===== config.mk =====
export PLATFORM = sky130hd
export DESIGN_NAME = regbank_ctrl_flat
export DESIGN_NICKNAME = d
export VERILOG_FILES = /design/src/rtl/regbank_ctrl_if.sv /design/src/rtl/regbank_ctrl.sv /design/src/flat_wrapper.sv
export SDC_FILE = /design/constraint.sdc
export NUM_CORES = 1
export LEC_CHECK = 0
export BUFFER_PORTS_ARGS = -buffer_cell sky130_fd_sc_hd__buf_4
export CAP_MARGIN = 20
export CORE_MARGIN = 2
export CORE_UTILIZATION = 40
export CTS_BUF_LIST = sky130_fd_sc_hd__clkbuf_4
export DETAILED_ROUTE_END_ITERATION = 8
export PLACE_DENSITY = 0.71
export SLEW_MARGIN = 20
export SYNTH_ARGS = -nofsm -noshare
export SYNTH_HDL_FRONTEND = slang
export SYNTH_SLANG_ARGS = --single-unit

===== constraint.sdc =====
create_clock -name clk -period 4.8 [get_ports clk]
set_input_delay 0.24 -clock clk [delete_from_list [all_inputs] [get_ports clk]]
set_output_delay 0.24 -clock clk [all_outputs]
set_load 0.005 [all_outputs]

===== src/rtl/regbank_ctrl_if.sv =====
// Host-side command/response channel of regbank_ctrl.
//   master : the host (issues commands, accepts read responses)
//   slave  : regbank_ctrl
// Command: cmd_valid/cmd_ready handshake carrying cmd_op, cmd_addr_a, cmd_addr_b,
//          cmd_len (FILL count minus 1) and cmd_data.
// Response: rsp_valid/rsp_ready handshake carrying rsp_data1/rsp_data2.
interface regbank_ctrl_if #(
   parameter int unsigned AW = 5,
   parameter int unsigned DW = 32
);
   logic          cmd_valid;
   logic          cmd_ready;
   logic [1:0]    cmd_op;
   logic [AW-1:0] cmd_addr_a;
   logic [AW-1:0] cmd_addr_b;
   logic [AW-1:0] cmd_len;
   logic [DW-1:0] cmd_data;
   logic          rsp_valid;
   logic          rsp_ready;
   logic [DW-1:0] rsp_data1;
   logic [DW-1:0] rsp_data2;

   modport master (
      output cmd_valid, cmd_op, cmd_addr_a, cmd_addr_b, cmd_len, cmd_data, rsp_ready,
      input  cmd_ready, rsp_valid, rsp_data1, rsp_data2
   );

   modport slave (
      input  cmd_valid, cmd_op, cmd_addr_a, cmd_addr_b, cmd_len, cmd_data, rsp_ready,
      output cmd_ready, rsp_valid, rsp_data1, rsp_data2
   );
endinterface


===== src/rtl/regbank_ctrl.sv =====
// Requester-side controller for a combinational-read, posedge-write register bank.
// Accepts WRITE / READ / READ2 / FILL commands from the host and drives the bank's
// write port and both read ports; read data comes back on the response channel.
// Ports:
//   clk, rst       clock, asynchronous active-high reset
//   host           command/response channel (regbank_ctrl_if.slave)
//   busy_o         high whenever the controller is not idle
//   rb_dr_o, rb_wrdata_o, rb_write_o    bank write port (registered)
//   rb_sr1_o, rb_sr2_o                  bank read addresses (registered)
//   rb_rddata1_i, rb_rddata2_i          bank read data (combinational)
module regbank_ctrl #(
   parameter bit          FILL_INC = 1'b0,
   parameter int unsigned AW       = 5,
   parameter int unsigned DW       = 32
) (
   input  logic          clk,
   input  logic          rst,
   regbank_ctrl_if.slave host,
   output logic          busy_o,
   output logic [AW-1:0] rb_dr_o,
   output logic [DW-1:0] rb_wrdata_o,
   output logic          rb_write_o,
   output logic [AW-1:0] rb_sr1_o,
   output logic [AW-1:0] rb_sr2_o,
   input  logic [DW-1:0] rb_rddata1_i,
   input  logic [DW-1:0] rb_rddata2_i
);

   typedef enum logic [2:0] {StIdle, StWr, StFill, StRd, StResp} state_e;

   localparam logic [1:0]    OpWrite  = 2'b00;
   localparam logic [1:0]    OpRead   = 2'b01;
   localparam logic [1:0]    OpRead2  = 2'b10;
   localparam logic [1:0]    OpFill   = 2'b11;
   localparam logic [DW-1:0] FillStep = {{(DW-1){1'b0}}, FILL_INC};

   state_e        state_q, state_d;
   logic          cmd_ready_q, cmd_ready_d;
   logic          write_q, write_d;
   logic [AW-1:0] dr_q, dr_d;
   logic [DW-1:0] wrdata_q, wrdata_d;
   logic [AW-1:0] sr1_q, sr1_d;
   logic [AW-1:0] sr2_q, sr2_d;
   logic [AW-1:0] cnt_q, cnt_d;      // FILL writes remaining after the current one
   logic [DW-1:0] rsp1_q, rsp1_d;
   logic [DW-1:0] rsp2_q, rsp2_d;

   always_comb begin
      state_d  = state_q;
      write_d  = 1'b0;
      dr_d     = dr_q;
      wrdata_d = wrdata_q;
      sr1_d    = sr1_q;
      sr2_d    = sr2_q;
      cnt_d    = cnt_q;
      rsp1_d   = rsp1_q;
      rsp2_d   = rsp2_q;

      case (state_q)
         StIdle: begin
            if (host.cmd_valid && cmd_ready_q) begin
               case (host.cmd_op)
                  OpWrite: begin
                     state_d  = StWr;
                     write_d  = 1'b1;
                     dr_d     = host.cmd_addr_a;
                     wrdata_d = host.cmd_data;
                  end
                  OpFill: begin
                     state_d  = StFill;
                     write_d  = 1'b1;
                     dr_d     = host.cmd_addr_a;
                     wrdata_d = host.cmd_data;
                     cnt_d    = host.cmd_len;
                  end
                  OpRead, OpRead2: begin
                     state_d = StRd;
                     sr1_d   = host.cmd_addr_a;
                     sr2_d   = (host.cmd_op == OpRead2) ? host.cmd_addr_b : host.cmd_addr_a;
                  end
                  default: state_d = StIdle;
               endcase
            end
         end
         StWr: state_d = StIdle;
         StFill: begin
            if (cnt_q == '0) begin
               state_d = StIdle;
            end else begin
               // Address wraps naturally at 2^AW.
               write_d  = 1'b1;
               dr_d     = dr_q + 1'b1;
               wrdata_d = wrdata_q + FillStep;
               cnt_d    = cnt_q - 1'b1;
            end
         end
         StRd: begin
            rsp1_d  = rb_rddata1_i;
            rsp2_d  = rb_rddata2_i;
            state_d = StResp;
         end
         StResp: begin
            if (host.rsp_ready) begin
               state_d = StIdle;
            end
         end
         default: state_d = StIdle;
      endcase

      // Registered so it stays low during reset and rises on the first edge after.
      cmd_ready_d = (state_d == StIdle);
   end

   always_ff @(posedge clk or posedge rst) begin
      if (rst) begin
         state_q     <= StIdle;
         cmd_ready_q <= 1'b0;
         write_q     <= 1'b0;
         dr_q        <= '0;
         wrdata_q    <= '0;
         sr1_q       <= '0;
         sr2_q       <= '0;
         cnt_q       <= '0;
         rsp1_q      <= '0;
         rsp2_q      <= '0;
      end else begin
         state_q     <= state_d;
         cmd_ready_q <= cmd_ready_d;
         write_q     <= write_d;
         dr_q        <= dr_d;
         wrdata_q    <= wrdata_d;
         sr1_q       <= sr1_d;
         sr2_q       <= sr2_d;
         cnt_q       <= cnt_d;
         rsp1_q      <= rsp1_d;
         rsp2_q      <= rsp2_d;
      end
   end

   assign host.cmd_ready = cmd_ready_q;
   assign host.rsp_valid = (state_q == StResp);
   assign host.rsp_data1 = rsp1_q;
   assign host.rsp_data2 = rsp2_q;
   assign busy_o         = (state_q != StIdle);
   assign rb_dr_o        = dr_q;
   assign rb_wrdata_o    = wrdata_q;
   assign rb_write_o     = write_q;
   assign rb_sr1_o       = sr1_q;
   assign rb_sr2_o       = sr2_q;

endmodule


===== src/flat_wrapper.sv =====
// flat-port wrapper written by rule: the top's interface ports become plain ports
module regbank_ctrl_flat 
#(
   parameter bit          FILL_INC = 1'b0,
   parameter int unsigned AW       = 5,
   parameter int unsigned DW       = 32
)
  (clk, rst, busy_o, rb_dr_o, rb_wrdata_o, rb_write_o, rb_sr1_o, rb_sr2_o, rb_rddata1_i, rb_rddata2_i, host_cmd_valid, host_cmd_op, host_cmd_addr_a, host_cmd_addr_b, host_cmd_len, host_cmd_data, host_rsp_ready, host_cmd_ready, host_rsp_valid, host_rsp_data1, host_rsp_data2);
  regbank_ctrl_if #(.AW(AW), .DW(DW)) host_i ();
  input  logic clk;
  input  logic rst;
  output logic busy_o;
  output logic [AW-1:0] rb_dr_o;
  output logic [DW-1:0] rb_wrdata_o;
  output logic rb_write_o;
  output logic [AW-1:0] rb_sr1_o;
  output logic [AW-1:0] rb_sr2_o;
  input  logic [DW-1:0] rb_rddata1_i;
  input  logic [DW-1:0] rb_rddata2_i;
  input wire logic [$bits(host_i.cmd_valid)-1:0] host_cmd_valid;
  input wire logic [$bits(host_i.cmd_op)-1:0] host_cmd_op;
  input wire logic [$bits(host_i.cmd_addr_a)-1:0] host_cmd_addr_a;
  input wire logic [$bits(host_i.cmd_addr_b)-1:0] host_cmd_addr_b;
  input wire logic [$bits(host_i.cmd_len)-1:0] host_cmd_len;
  input wire logic [$bits(host_i.cmd_data)-1:0] host_cmd_data;
  input wire logic [$bits(host_i.rsp_ready)-1:0] host_rsp_ready;
  output wire logic [$bits(host_i.cmd_ready)-1:0] host_cmd_ready;
  output wire logic [$bits(host_i.rsp_valid)-1:0] host_rsp_valid;
  output wire logic [$bits(host_i.rsp_data1)-1:0] host_rsp_data1;
  output wire logic [$bits(host_i.rsp_data2)-1:0] host_rsp_data2;
  assign host_i.cmd_valid = host_cmd_valid;
  assign host_i.cmd_op = host_cmd_op;
  assign host_i.cmd_addr_a = host_cmd_addr_a;
  assign host_i.cmd_addr_b = host_cmd_addr_b;
  assign host_i.cmd_len = host_cmd_len;
  assign host_i.cmd_data = host_cmd_data;
  assign host_i.rsp_ready = host_rsp_ready;
  assign host_cmd_ready = host_i.cmd_ready;
  assign host_rsp_valid = host_i.rsp_valid;
  assign host_rsp_data1 = host_i.rsp_data1;
  assign host_rsp_data2 = host_i.rsp_data2;
  regbank_ctrl #(.FILL_INC(FILL_INC), .AW(AW), .DW(DW)) u_core (.clk(clk), .rst(rst), .host(host_i), .busy_o(busy_o), .rb_dr_o(rb_dr_o), .rb_wrdata_o(rb_wrdata_o), .rb_write_o(rb_write_o), .rb_sr1_o(rb_sr1_o), .rb_sr2_o(rb_sr2_o), .rb_rddata1_i(rb_rddata1_i), .rb_rddata2_i(rb_rddata2_i));
endmodule

==> summary.txt, run 1 <==
TIMING
------------------------------------------------------------------------------------------
Final Critical Period .......................................................      2.30 ns
Unrepaired setup endpoints after global routing .............................           no
Transition time at the pin with the least slew margin .......................     0.950 ns
Count of final hold-check violations ........................................            0
Achievable frequency ........................................................    0.434 GHz
Clock Skew ..................................................................    0.0113 ns
Tightest slew margin relative to the limit ..................................        0.365
Total negative slack ........................................................         0 ns
Final setup violating endpoints .............................................            0
Final worst path period share ...............................................        0.480
Count of final max-slew check failures ......................................            0

POWER AND IR DROP
------------------------------------------------------------------------------------------
Proportion of total power due to net switching ..............................        0.314
Internal power ..............................................................      3.12 mW
Leakage .....................................................................      3.86 nW
Maximum VDD drop ............................................................   0.000351 V
Net load switching power ....................................................      1.43 mW
Clock network power share ...................................................        0.157
Share of power burned in registers ..........................................        0.408
Ratio of total power to cell area ...........................................   559 mW/mm²
Combinational power share ...................................................        0.435

DETAILED ROUTING
------------------------------------------------------------------------------------------
Via density per instance ....................................................         4.87
Total vias in the final route ...............................................         4121
Wire length per cell after detailed routing .................................      16.5 µm
Remaining DRCs ..............................................................            0
1st-iter DRT viols ..........................................................          232
Router iterations before antenna repair .....................................            4
DRT Wirelength ..............................................................     13900 µm
Residual antenna-violating net count after detailed routing .................            0

FLOORPLAN
------------------------------------------------------------------------------------------
Io pins .....................................................................          232
Starting density of the core ................................................        0.409
Die H .......................................................................       115 µm
Area of the die .............................................................   0.0131 mm²
Die W .......................................................................       115 µm
Number of core rows .........................................................           40
Area of the placeable core ..................................................   0.0120 mm²

SYNTH
------------------------------------------------------------------------------------------
Flip-flop and latch count after synthesis ...................................          121
Number of nets produced by synthesis ........................................          462
Yosys top cell area share ...................................................        0.619
Syn avg cell area ...........................................................     14.5 µm²
Number of synthesis warnings ................................................            0
Cell type with the largest total area after synthesis .......................      dfrtp_1
Register area share after synthesis .........................................        0.619
Main synth FF type ..........................................................      dfrtp_1
Cell area after technology mapping ..........................................  0.00489 mm²
Leading cell type by number of instances after synthesis ....................      dfrtp_1
Synth top area cells ........................................................ dfrtp_1, mux2_2, ha_1
Post-synthesis cell type count ..............................................           35
Number of synthesized flops with an enable pin ..............................            0
Most common library cells after synthesis ................................... dfrtp_1, mux2_2, nor2_1
Share of synthesized flip-flops with an asynchronous set or reset ...........         1.00
Gate count of the mapped netlist ............................................          338

GLOBAL ROUTE
------------------------------------------------------------------------------------------
Wire length of the first global-routing pass ................................     22100 µm
Aggregate global-route resource usage .......................................        0.221
Grt ovf .....................................................................            0
Pin count of the biggest net entering global routing ........................           75
Via count of the first global-routing pass ..................................         4419
Initial antenna violation count .............................................            0

WORST SETUP PATH
------------------------------------------------------------------------------------------
Worst setup path class ...................................................... register to register
Arrival time of the worst setup path ........................................      2.72 ns
CP Launch Type ..............................................................     register
Data required time at the worst endpoint ....................................      5.21 ns
Biggest fanout along the worst timing path ..................................           19
Critical path endpoint category .............................................     register

CLOCKING
------------------------------------------------------------------------------------------
Clk Tree Root Cell ..........................................................     clkbuf_4
Worst-skew pair later-pin latency ...........................................      0.53 ns
CTS tree ....................................................................        built
Number of clock buffers inserted by TritonCTS ...............................           17
# hold bufs at CTS ..........................................................          110
Resized cells post-CTS ......................................................            0
Sinks on the clock net ......................................................          121
Maximum number of buffers from clock root to sink ...........................            2
Clock edge transition at the registers on the reported setup and hold paths .      0.10 ns
Htree depth .................................................................            4
Post-CTS Setup Bufs .........................................................            0

LAYOUT
------------------------------------------------------------------------------------------
Total Nets Final ............................................................          810
Fraction of layout instances using a drive strength above 1 .................        0.529
Layout overhead on the synthesized area .....................................        66.3%
Final non-filler cell total .................................................          847

PLACED DESIGN
------------------------------------------------------------------------------------------
Number of port buffers ......................................................          231
Final HPWL DP ...............................................................      8760 µm
Total instance count after detailed placement ...............................          704
Routability cong. ...........................................................        0.893

RUN
------------------------------------------------------------------------------------------
Max_cap viols ...............................................................            0

MIN PATH
------------------------------------------------------------------------------------------
Type of the tightest min-delay check ........................................ input pin to register

OUTCOME
------------------------------------------------------------------------------------------
Outcome .....................................................................    completed

[metrics by stage]
| step | hold WS, ns | power [mW] | setup WS [ns] | cell area, µm² | util |
|---|---|---|---|---|---|
| after global placement | 0.472 | 3.67 | 2.38 | 6760 | 0.565 |
| after floorplan | 0.379 | 2.70 | 1.35 | 4890 | - |
| after global routing | 0.0331 | 4.86 | 2.41 | 8130 | 0.680 |
| after CTS | 0.0135 | 4.54 | 2.52 | 8130 | 0.680 |
| final | 0.0562 | 4.54 | 2.50 | 8130 | 0.680 |
| after detailed placement | 0.476 | 3.74 | 2.33 | 6760 | 0.565 |
[state kept, by name, summed over array words and instances (netlist names)]
register / flops
u_core.rb_wrdata_o: 32
u_core.rb_sr1_o: 5
u_core.rb_sr2_o: 5
u_core.state_q: 3
u_core.host.cmd_ready: 1
u_core.host.rsp_data2: 32
u_core.rb_dr_o: 5
u_core.host.rsp_data1: 32
u_core.rb_write_o: 1
u_core.cnt_q: 5
[final timing paths]
path / start / to / slack, ns / cells after the start
max: u_core.state_q[1] / u_core.cnt_q[1] / 2.50 / 4
min: host_cmd_len[4] / u_core.cnt_q[4] / 0.06 / 3
max reg2reg: u_core.state_q[1] / u_core.cnt_q[1] / 2.50 / 4
min reg2reg: u_core.host.rsp_data2[21] / u_core.host.rsp_data2[21] / 0.51 / 1
max in group asynchronous: rst / u_core.rb_wrdata_o[13] / 3.17 / 4
min in group asynchronous: rst / u_core.rb_wrdata_o[19] / 0.45 / 3
[power by group through the flow]
stage	Clock, mW	Combinational (mW)	Sequential (mW)
floorplan	0	0.855	1.85
global placement	0	1.84	1.82
detailed placement	0	1.89	1.85
CTS	0.736	1.97	1.84
global route	0.795	2.14	1.92
finish	0.712	1.98	1.85
[metal layers]
metal / part of all wire / global-route usage
met1: 0.37 / 0.240
met2: 0.53 / 0.387
met3: 0.063 / 0.0656
met4: 0.039 / 0.120
met5: 0 / 0
[placed cells by master (no fill, tap or decap), types with 6 or more instances in the layout]
master         Yosys  final
clkinv_1           0      7
clkbuf_4           0     18
ha_1               7      7
nand2_1            6      6
buf_4              1    235
dfrtp_1          121    121
o21ai_0           14     14
a21oi_1            8      8
nor2_1            17     16
mux2_2           102    102
dlygate4sd3_1      0    110
inv_1              8      7
[final cells by class]
| cell class | count | area [µm²] |
|---|---|---|
| fill | 841 | 3830 |
| multi-input combinational | 193 | 1750 |
| inverter | 8 | 32.5 |
| antenna | 1 | 2.50 |
| clock buffer | 18 | 135 |
| sequential | 121 | 3030 |
| clock inverter | 14 | 136 |
| timing repair buffer | 345 | 2870 |
| tap | 147 | 184 |
[cells by family (layout without fill, tap and decap cells)]
family / Yosys count / after routing / share of synthesized area
mux: 108 / 108 / 0.248
simple gates: 41 / 41 / 0.0432
flops: 121 / 121 / 0.619
buf+inv: 24 / 385 / 0.0235
other cells: 0 / 1 / 0
fa+ha+maj: 7 / 7 / 0.0179
compound gates: 37 / 37 / 0.0479
[critical path, cell delays in order, from the launching register on]
cell and delay (ns):
dfrtp_1 0.50, or3b_1 0.63, o22a_1 0.43, or2_4 0.34
mux2_4 0.30
Note: power is estimated with default switching activity, not from simulation.
==> inputs of run 2 (changes only) <==
- ABC_AREA: default -> 1
- PLACE_DENSITY: 0.71 -> 0.72
- clock period: 4.8 -> 2.1 ns (I/O delays scaled with it)
==> run 2 against run 1 <==
Against the previous run:
- core utilization shrank 2.2 points
- die area grew 8.1%
- first-iteration DRC count grew 25%
- largest cell class unchanged
- clock skew grew 0.0087 ns
- maximum frequency grew 47%
- global-route usage grew 1.7 points
- setup slack lost 2.0 ns
- critical endpoint is now u_core.rb_wrdata_o[5]
- total power grew 140%
==> summary.txt, run 2 <==
LAYOUT
------------------------------------------------------------------------------------------
Area taken by multi-input logic gates .......................................  0.00205 mm²   +17%
Total Nets Final ............................................................          945   +17%
Design Area, Final ..........................................................  0.00861 mm²   +5.9%
Most common cell after layout, fill and taps aside ..........................        buf_4
Number of inserted filler cells in the final layout .........................          952   +13%
Final non-filler cell total .................................................         1011   +19%
Register area ...............................................................  0.00303 mm²   unchanged
Fraction of layout instances using a drive strength above 1 .................        0.414   -0.115
Layout Utilization ..........................................................        0.658   -0.0219
Leading cell types in the layout, fill and taps excluded .................... buf_4, nand2_1, dfrtp_1
Layout overhead on the synthesized area .....................................        62.5%

CLOCKING
------------------------------------------------------------------------------------------
Clk Tree Root Cell ..........................................................     clkbuf_4
Post-CTS Setup Bufs .........................................................            0   unchanged
Clock edge transition at the registers on the reported setup and hold paths .      0.11 ns   about the same
Maximum number of buffers from clock root to sink ...........................            2   unchanged
Worst-skew pair later-pin latency ...........................................      0.53 ns   about the same
CTS tree ....................................................................        built
Sinks on the clock net ......................................................          121   unchanged
Htree depth .................................................................            4   unchanged
Number of clock buffers inserted by TritonCTS ...............................           17   unchanged

SYNTH
------------------------------------------------------------------------------------------
Post-synthesis cell type count ..............................................           22   -37%
Yosys top cell area share ...................................................        0.571   -0.0479
Cell type with the largest total area after synthesis .......................      dfrtp_1
Flip-flop and latch count after synthesis ...................................          121   unchanged
Number of synthesis warnings ................................................            0   unchanged
Dominant combinational cell family by area after synthesis .................. multiplexers
Leading cell type by number of instances after synthesis ....................      nand2_1
Most common library cells after synthesis ................................... nand2_1, dfrtp_1, nand3_1
Synth top area cells ........................................................ dfrtp_1, mux2_4, nand2_1
Share of synthesized flip-flops with an asynchronous set or reset ...........         1.00   unchanged
Number of synthesized flops with an enable pin ..............................            0   unchanged
Synth Area in Compound Gates ................................................       0.0208   -0.0271
Number of nets produced by synthesis ........................................          592   +28%
Main synth FF type ..........................................................      dfrtp_1
Share of synthesized cell area in full adder, half adder and majority cells .       0.0165   -0.00139
Syn avg cell area ...........................................................     11.3 µm²   -22%
Synth Area in XOR/XNOR ......................................................      0.00331   +0.00331
Share of synthesized cell area in and, or, nand and nor gates ...............        0.168   +0.125
Gate count of the mapped netlist ............................................          468   +38%
Cell area after technology mapping ..........................................  0.00530 mm²   +8.4%
Register area share after synthesis .........................................        0.571   -0.0479
Portion of netlist area occupied by mux cells ...............................        0.176   -0.0726

DETAILED ROUTING
------------------------------------------------------------------------------------------
DRT Wirelength ..............................................................     16400 µm   +17%
1st-iter DRT viols ..........................................................          290   +25%
Residual antenna-violating net count after detailed routing .................            0   unchanged
Total vias in the final route ...............................................         4773   +16%
Remaining DRCs ..............................................................            0   unchanged
Router iterations before antenna repair .....................................            4   unchanged
Via density per instance ....................................................         4.72   -3.0%
Wire length per cell after detailed routing .................................      16.2 µm   -1.6%

POWER AND IR DROP
------------------------------------------------------------------------------------------
Combinational power share ...................................................        0.465   +0.030
Net load switching power ....................................................      3.74 mW   +160%
Leakage .....................................................................      4.52 nW   +17%
Proportion of total power due to net switching ..............................        0.349   +0.0353
Ratio of total power to cell area ...........................................  1240 mW/mm²   +120%
Share of power burned in registers ..........................................        0.398   -0.010
Internal power ..............................................................      6.98 mW   +120%
Clock network power share ...................................................        0.137   -0.020
Maximum VDD drop ............................................................   0.000627 V   +79%

PLACED DESIGN
------------------------------------------------------------------------------------------
Total instance count after detailed placement ...............................          862   +22%
Post-place instance area ....................................................  0.00721 mm²   +6.6%
Number of port buffers ......................................................          231   unchanged
Dpl ws ......................................................................     0.573 ns   -1.76 ns
Final HPWL DP ...............................................................      9690 µm   +11%
Routability cong. ...........................................................        0.825   -7.6%

FLOORPLAN
------------------------------------------------------------------------------------------
Number of core rows .........................................................           42   +5.0%
Die H .......................................................................       119 µm   +4.0%
Area of the placeable core ..................................................   0.0131 mm²   +9.4%
Io pins .....................................................................          232   unchanged
Area of the die .............................................................   0.0142 mm²   +8.1%
Starting density of the core ................................................        0.405   -0.00374
Die W .......................................................................       119 µm   +4.0%

TIMING
------------------------------------------------------------------------------------------
Unrepaired setup endpoints after global routing .............................           no
Worst Setup Slack, final ....................................................     0.537 ns   -1.96 ns
Achievable frequency ........................................................    0.640 GHz   +47%
Final Critical Period .......................................................      1.56 ns   -0.740 ns
Count of final hold-check violations ........................................            0   unchanged
Count of final max-slew check failures ......................................            0   unchanged
Transition time at the pin with the least slew margin .......................     0.755 ns   -0.194 ns
Tightest slew margin relative to the limit ..................................        0.496   +0.131
Total negative slack ........................................................         0 ns   unchanged
Final setup violating endpoints .............................................            0   unchanged
Clock Skew ..................................................................    0.0200 ns   +0.00866 ns
Final worst path period share ...............................................        0.744   +0.264

GLOBAL ROUTE
------------------------------------------------------------------------------------------
Initial antenna violation count .............................................            0   unchanged
Aggregate global-route resource usage .......................................        0.238   +0.0171
Grt ovf .....................................................................            0   unchanged
Wire length of the first global-routing pass ................................     26200 µm   +18%
Via count of the first global-routing pass ..................................         5018   +14%
Pin count of the biggest net entering global routing ........................           63   -16%

WORST SETUP PATH
------------------------------------------------------------------------------------------
Biggest fanout along the worst timing path ..................................           32   +13
Arrival time of the worst setup path ........................................      2.02 ns   -0.70 ns
CP Launch Type ..............................................................     register
Data required time at the worst endpoint ....................................      2.56 ns   -2.65 ns
Critical path endpoint category .............................................     register
Worst setup path class ...................................................... register to register
Reg2Reg Launch Point ........................................................ u_core.state_q[1]
Worst Setup SP .............................................................. u_core.state_q[1]

OUTCOME
------------------------------------------------------------------------------------------
Outcome .....................................................................    completed

RUN
------------------------------------------------------------------------------------------
Max_cap viols ...............................................................            0   unchanged

MIN PATH
------------------------------------------------------------------------------------------
Type of the tightest min-delay check ........................................ input pin to asynchronous set/reset pin

[run 2: cells by family (layout without fill, tap and decap cells)]
| logic type | count (synthesis) | count (layout) |
|---|---|---|
| DFF | 121 | 121 |
| muxes | 66 | 66 |
| adders and majority gates | 7 | 7 |
| and+or+nand+nor | 209 | 209 |
| buffers and inverters | 41 | 406 |
| other | 0 | 2 |
| xor gates and xnor gates | 2 | 2 |
| AOI/OAI and AO/OA | 22 | 22 |
[run 2: power by group through the flow]
| stage | Clock, mW | Sequential (mW) | Combinational (mW) |
|---|---|---|---|
| detailed placement | 0 | 4.23 | 4.73 |
| global route | 1.63 | 4.40 | 5.43 |
| CTS | 1.51 | 4.19 | 4.93 |
| finish | 1.47 | 4.26 | 4.98 |
| global placement | 0 | 4.19 | 4.63 |
| floorplan | 0 | 4.21 | 2.34 |
[run 2: final cells by class]
cell class,count,share of cell area
antenna,2,0.000581
clock buffer,21,0.0183
clock inverter,10,0.00930
inverter,20,0.00915
multi-input combinational,306,0.238
sequential,121,0.352
tap,176,0.0256
timing repair buffer,355,0.348
[run 2: routing by layer]
layer | vias up | GRT usage | wire [µm]
met3 | 44 | 0.0699 | 1260
met2 | 213 | 0.401 | 8210
met1 | 2272 | 0.278 | 6380
met4 | 0 | 0.118 | 536
met5 | - | 0 | 0
li1 | 2244 | - | -
[run 2: final timing paths]
check	depth (start not counted)	end	slack [ns]
min in group clk	4	u_core.rb_wrdata_o[27]	0.35
min	4	u_core.host.rsp_data2[5]	0.26
max	7	u_core.rb_wrdata_o[5]	0.54
max reg2reg	7	u_core.rb_wrdata_o[5]	0.54
max in group asynchronous	4	u_core.state_q[0]	1.13
min reg2reg	2	u_core.rb_wrdata_o[16]	0.48
[run 2: metrics by stage]
stage / hold slack (ns) / power [mW]
finish: 0.261 / 10.7
global route: 0.239 / 11.5
CTS: 0.220 / 10.6
detailed placement: 0.237 / 8.96
global placement: 0.226 / 8.81
floorplan: 0.222 / 6.55
[run 2: what timing repair did]
item | 4_1_cts | 5_1_grt
gates resized for setup | 0 | 0
setup endpoints to repair | 0 | 0
hold endpoints to repair | 241 | 0
hold buffers | 116 | 0
[run 2: worst max-delay path, cell delays in order (launching register included)]
cell and delay (ns):
dfrtp_1 0.47, inv_1 0.14, nand2_2 0.10, inv_2 0.06, nand2_1 0.17, buf_4 0.36, nand2_1 0.12, nand2_1 0.09
==> inputs of run 3 (changes only) <==
- ABC_AREA: 1 -> 0
- PLACE_DENSITY: 0.72 -> 0.71
- clock period: 2.1 -> 1.6 ns (I/O delays scaled with it)
==> run 3 against run 2 <==
Against the previous run:
- the run now ends with setup timing left
- sequential share of layout area is 2.0 points lower
- total power is 50% higher
- design area is 6.2% higher
- critical endpoint is now u_core.rb_sr1_o[2]
==> summary.txt, run 3 (synthesis gave the netlist of run 1 again) <==
LAYOUT
------------------------------------------------------------------------------------------
Layout overhead on the synthesized area .....................................        87.1%
Design Area, Final ..........................................................  0.00915 mm²   +6.2%
Total Nets Final ............................................................          863   -8.7%
Final non-filler cell total .................................................          901   -11%
Leading cell types in the layout, fill and taps excluded .................... buf_4, dfrtp_1, dlygate4sd3_1
Number of inserted filler cells in the final layout .........................          718   -25%
Fraction of layout instances using a drive strength above 1 .................        0.590   +0.176
Most common cell after layout, fill and taps aside ..........................        buf_4

GLOBAL ROUTE
------------------------------------------------------------------------------------------
Grt ovf .....................................................................            0   unchanged
Pin count of the biggest net entering global routing ........................           42   -33%
Via count of the first global-routing pass ..................................         4888   -2.6%
Wire length of the first global-routing pass ................................     24300 µm   -7.4%
Initial antenna violation count .............................................            0   unchanged
Aggregate global-route resource usage .......................................        0.244   +0.00539

CLOCKING
------------------------------------------------------------------------------------------
Sinks on the clock net ......................................................          121   unchanged
Htree depth .................................................................            4   unchanged
Clk Tree Root Cell ..........................................................     clkbuf_4
CTS tree ....................................................................        built
Maximum number of buffers from clock root to sink ...........................            2   unchanged
Worst-skew pair later-pin latency ...........................................      0.53 ns   about the same
Clock edge transition at the registers on the reported setup and hold paths .      0.11 ns   about the same
Number of clock buffers inserted by TritonCTS ...............................           17   unchanged

RUN
------------------------------------------------------------------------------------------
Max_cap viols ...............................................................            0   unchanged

WORST SETUP PATH
------------------------------------------------------------------------------------------
FF-to-FF End ................................................................ u_core.rb_sr1_o[2]
Critical path endpoint category .............................................     register
CP Launch Type ..............................................................     register
Arrival time of the worst setup path ........................................      2.23 ns   +0.21 ns
Biggest fanout along the worst timing path ..................................            6   -81%
Worst reg2reg path depth ....................................................            4   -3
Data required time at the worst endpoint ....................................      2.01 ns   -0.55 ns
Worst setup path class ...................................................... register to register
Register-to-register setup slack ............................................     -0.22 ns   -0.76 ns
Reg2Reg Launch Point ........................................................ u_core.state_q[2]

DETAILED ROUTING
------------------------------------------------------------------------------------------
Router iterations before antenna repair .....................................            4   unchanged
Remaining DRCs ..............................................................            0   unchanged
1st-iter DRT viols ..........................................................          188   -35%
Wire length per cell after detailed routing .................................      17.8 µm   +9.8%
Residual antenna-violating net count after detailed routing .................            0   unchanged
Via density per instance ....................................................         4.93   +4.4%
Total vias in the final route ...............................................         4439   -7.0%
DRT Wirelength ..............................................................     16000 µm   -2.1%

PLACED DESIGN
------------------------------------------------------------------------------------------
Routability cong. ...........................................................        0.838   +1.5%
Total instance count after detailed placement ...............................          737   -15%
Dpl ws ......................................................................    -0.256 ns   -0.830 ns
Number of port buffers ......................................................          231   unchanged
Final HPWL DP ...............................................................      9440 µm   -2.5%
Post-place instance area ....................................................  0.00725 mm²   +0.64%

TIMING
------------------------------------------------------------------------------------------
Tightest slew margin relative to the limit ..................................        0.692   +0.195
Final worst path period share ...............................................         1.14   +0.395
Count of final hold-check violations ........................................            0   unchanged
Unrepaired setup endpoints after global routing .............................          yes
Clock Skew ..................................................................    0.0126 ns   -0.00735 ns
Final Critical Period .......................................................      1.82 ns   +0.261 ns
Fin Hold WS .................................................................     0.147 ns   -0.115 ns
Worst Setup Slack, final ....................................................    -0.223 ns   -0.761 ns
Count of final max-slew check failures ......................................            0   unchanged
Total negative slack ........................................................    -14.06 ns   -14.06 ns
Transition time at the pin with the least slew margin .......................     0.462 ns   -0.294 ns
Final setup violating endpoints .............................................          117   +117
Achievable frequency ........................................................    0.548 GHz   -14%

POWER AND IR DROP
------------------------------------------------------------------------------------------
Proportion of total power due to net switching ..............................        0.306   -0.0430
Ratio of total power to cell area ...........................................  1760 mW/mm²   +41%
Net load switching power ....................................................      4.92 mW   +32%
Share of power burned in registers ..........................................        0.348   -0.050
Maximum VDD drop ............................................................    0.00115 V   +83%
Clock network power share ...................................................        0.178   +0.041
Internal power ..............................................................      11.2 mW   +60%
Combinational power share ...................................................        0.474   +0.009
Leakage .....................................................................      4.37 nW   -3.3%

FLOORPLAN
------------------------------------------------------------------------------------------
Io pins .....................................................................          232   unchanged
Area of the die .............................................................   0.0131 mm²   -7.5%
Area of the placeable core ..................................................   0.0120 mm²   -8.6%
Starting density of the core ................................................        0.409   +0.00374
Die W .......................................................................       115 µm   -3.8%
Number of core rows .........................................................           40   -4.8%
Die H .......................................................................       115 µm   -3.8%

MIN PATH
------------------------------------------------------------------------------------------
Type of the tightest min-delay check ........................................ input pin to asynchronous set/reset pin

OUTCOME
------------------------------------------------------------------------------------------
Violated checks ............................................................. setup timing
Outcome ..................................................................... complete, but fails checks

==> run 3: cell types whose count changed in the layout (fill, tap and decap cells not counted), sizes merged, moves of 5 or more <==
cell    delta
nand2    -135
nand3     -50
buf       +43
mux2      +37
inv       -12
a21oi      +9
nor2       +8
o21ai      -8
bufinv     +6
mux2i      +5
==> run 3: area by class of cell <==
cell class              instances  area (µm²)  share of cell area
well taps                     147         184              0.0201
multi-input cells             193        2000               0.219
inverters                       8        33.8             0.00369
flip-flops and latches        121        3030               0.331
repair buffers                398        3500               0.383
clock inverters                14         251              0.0275
clock buffers                  18         135              0.0148
diodes                          2        5.00            0.000547
==> run 3: critical path: stages, from the launching register on <==
cell and delay [ns]:
dfrtp_1 0.45, buf_6 0.14, or4b_4 0.56, nor2_4 0.21, mux2_2 0.36
==> run 3: worst max path at each step <==
| stage | start | end | slack, ns | cells past startpoint |
|---|---|---|---|---|
| final | u_core.state_q[2] | u_core.rb_sr1_o[2] | -0.22 | 4 |
| after CTS | u_core.state_q[0] | u_core.cnt_q[1] | -0.19 | 6 |
| after floorplan | u_core.state_q[0] | u_core.cnt_q[1] | -0.31 | 6 |
| after global routing | u_core.state_q[2] | u_core.rb_sr1_o[2] | -0.27 | 4 |
| after global placement | u_core.state_q[2] | u_core.rb_sr1_o[0] | -0.21 | 3 |
| after detailed placement | u_core.state_q[2] | u_core.rb_sr1_o[4] | -0.26 | 3 |
==> run 3: power by group through the flow <==
stage          logic, mW  clock network, mW  registers [mW]
4_1_cts             7.17               2.92            5.52
5_1_grt             8.13               3.06            5.76
2_1_floorplan       2.92                  0            5.57
6_report            7.63               2.86            5.60
3_3_place_gp        6.40                  0            5.49
3_5_place_dp        6.55                  0            5.56
==> run 3: layer usage <==
layer,track usage,wire length [µm],vias up
li1,-,-,2021
met1,0.264,5960,2171
met2,0.436,8530,201
met3,0.0678,1030,46
met4,0.120,514,0
met5,0,0,-
==> run 3: through the flow <==
stage	power, mW	utilization
5_1_grt	17.0	0.764
6_report	16.1	0.765
3_5_place_dp	12.1	0.606
3_3_place_gp	11.9	0.606
2_1_floorplan	8.49	-
4_1_cts	15.6	0.754
==> run 3: repair_timing <==
| item | in CTS | in global routing |
|---|---|---|
| setup buffers | 7 | 4 |
| hold buffers | 116 | 0 |
| cloned | 3 | 0 |
| pin swaps | 6 | 7 |
| resized for setup | 25 | 28 |
| endpoints found under the hold margin | 241 | 0 |
| setup endpoints to repair | 101 | 116 |
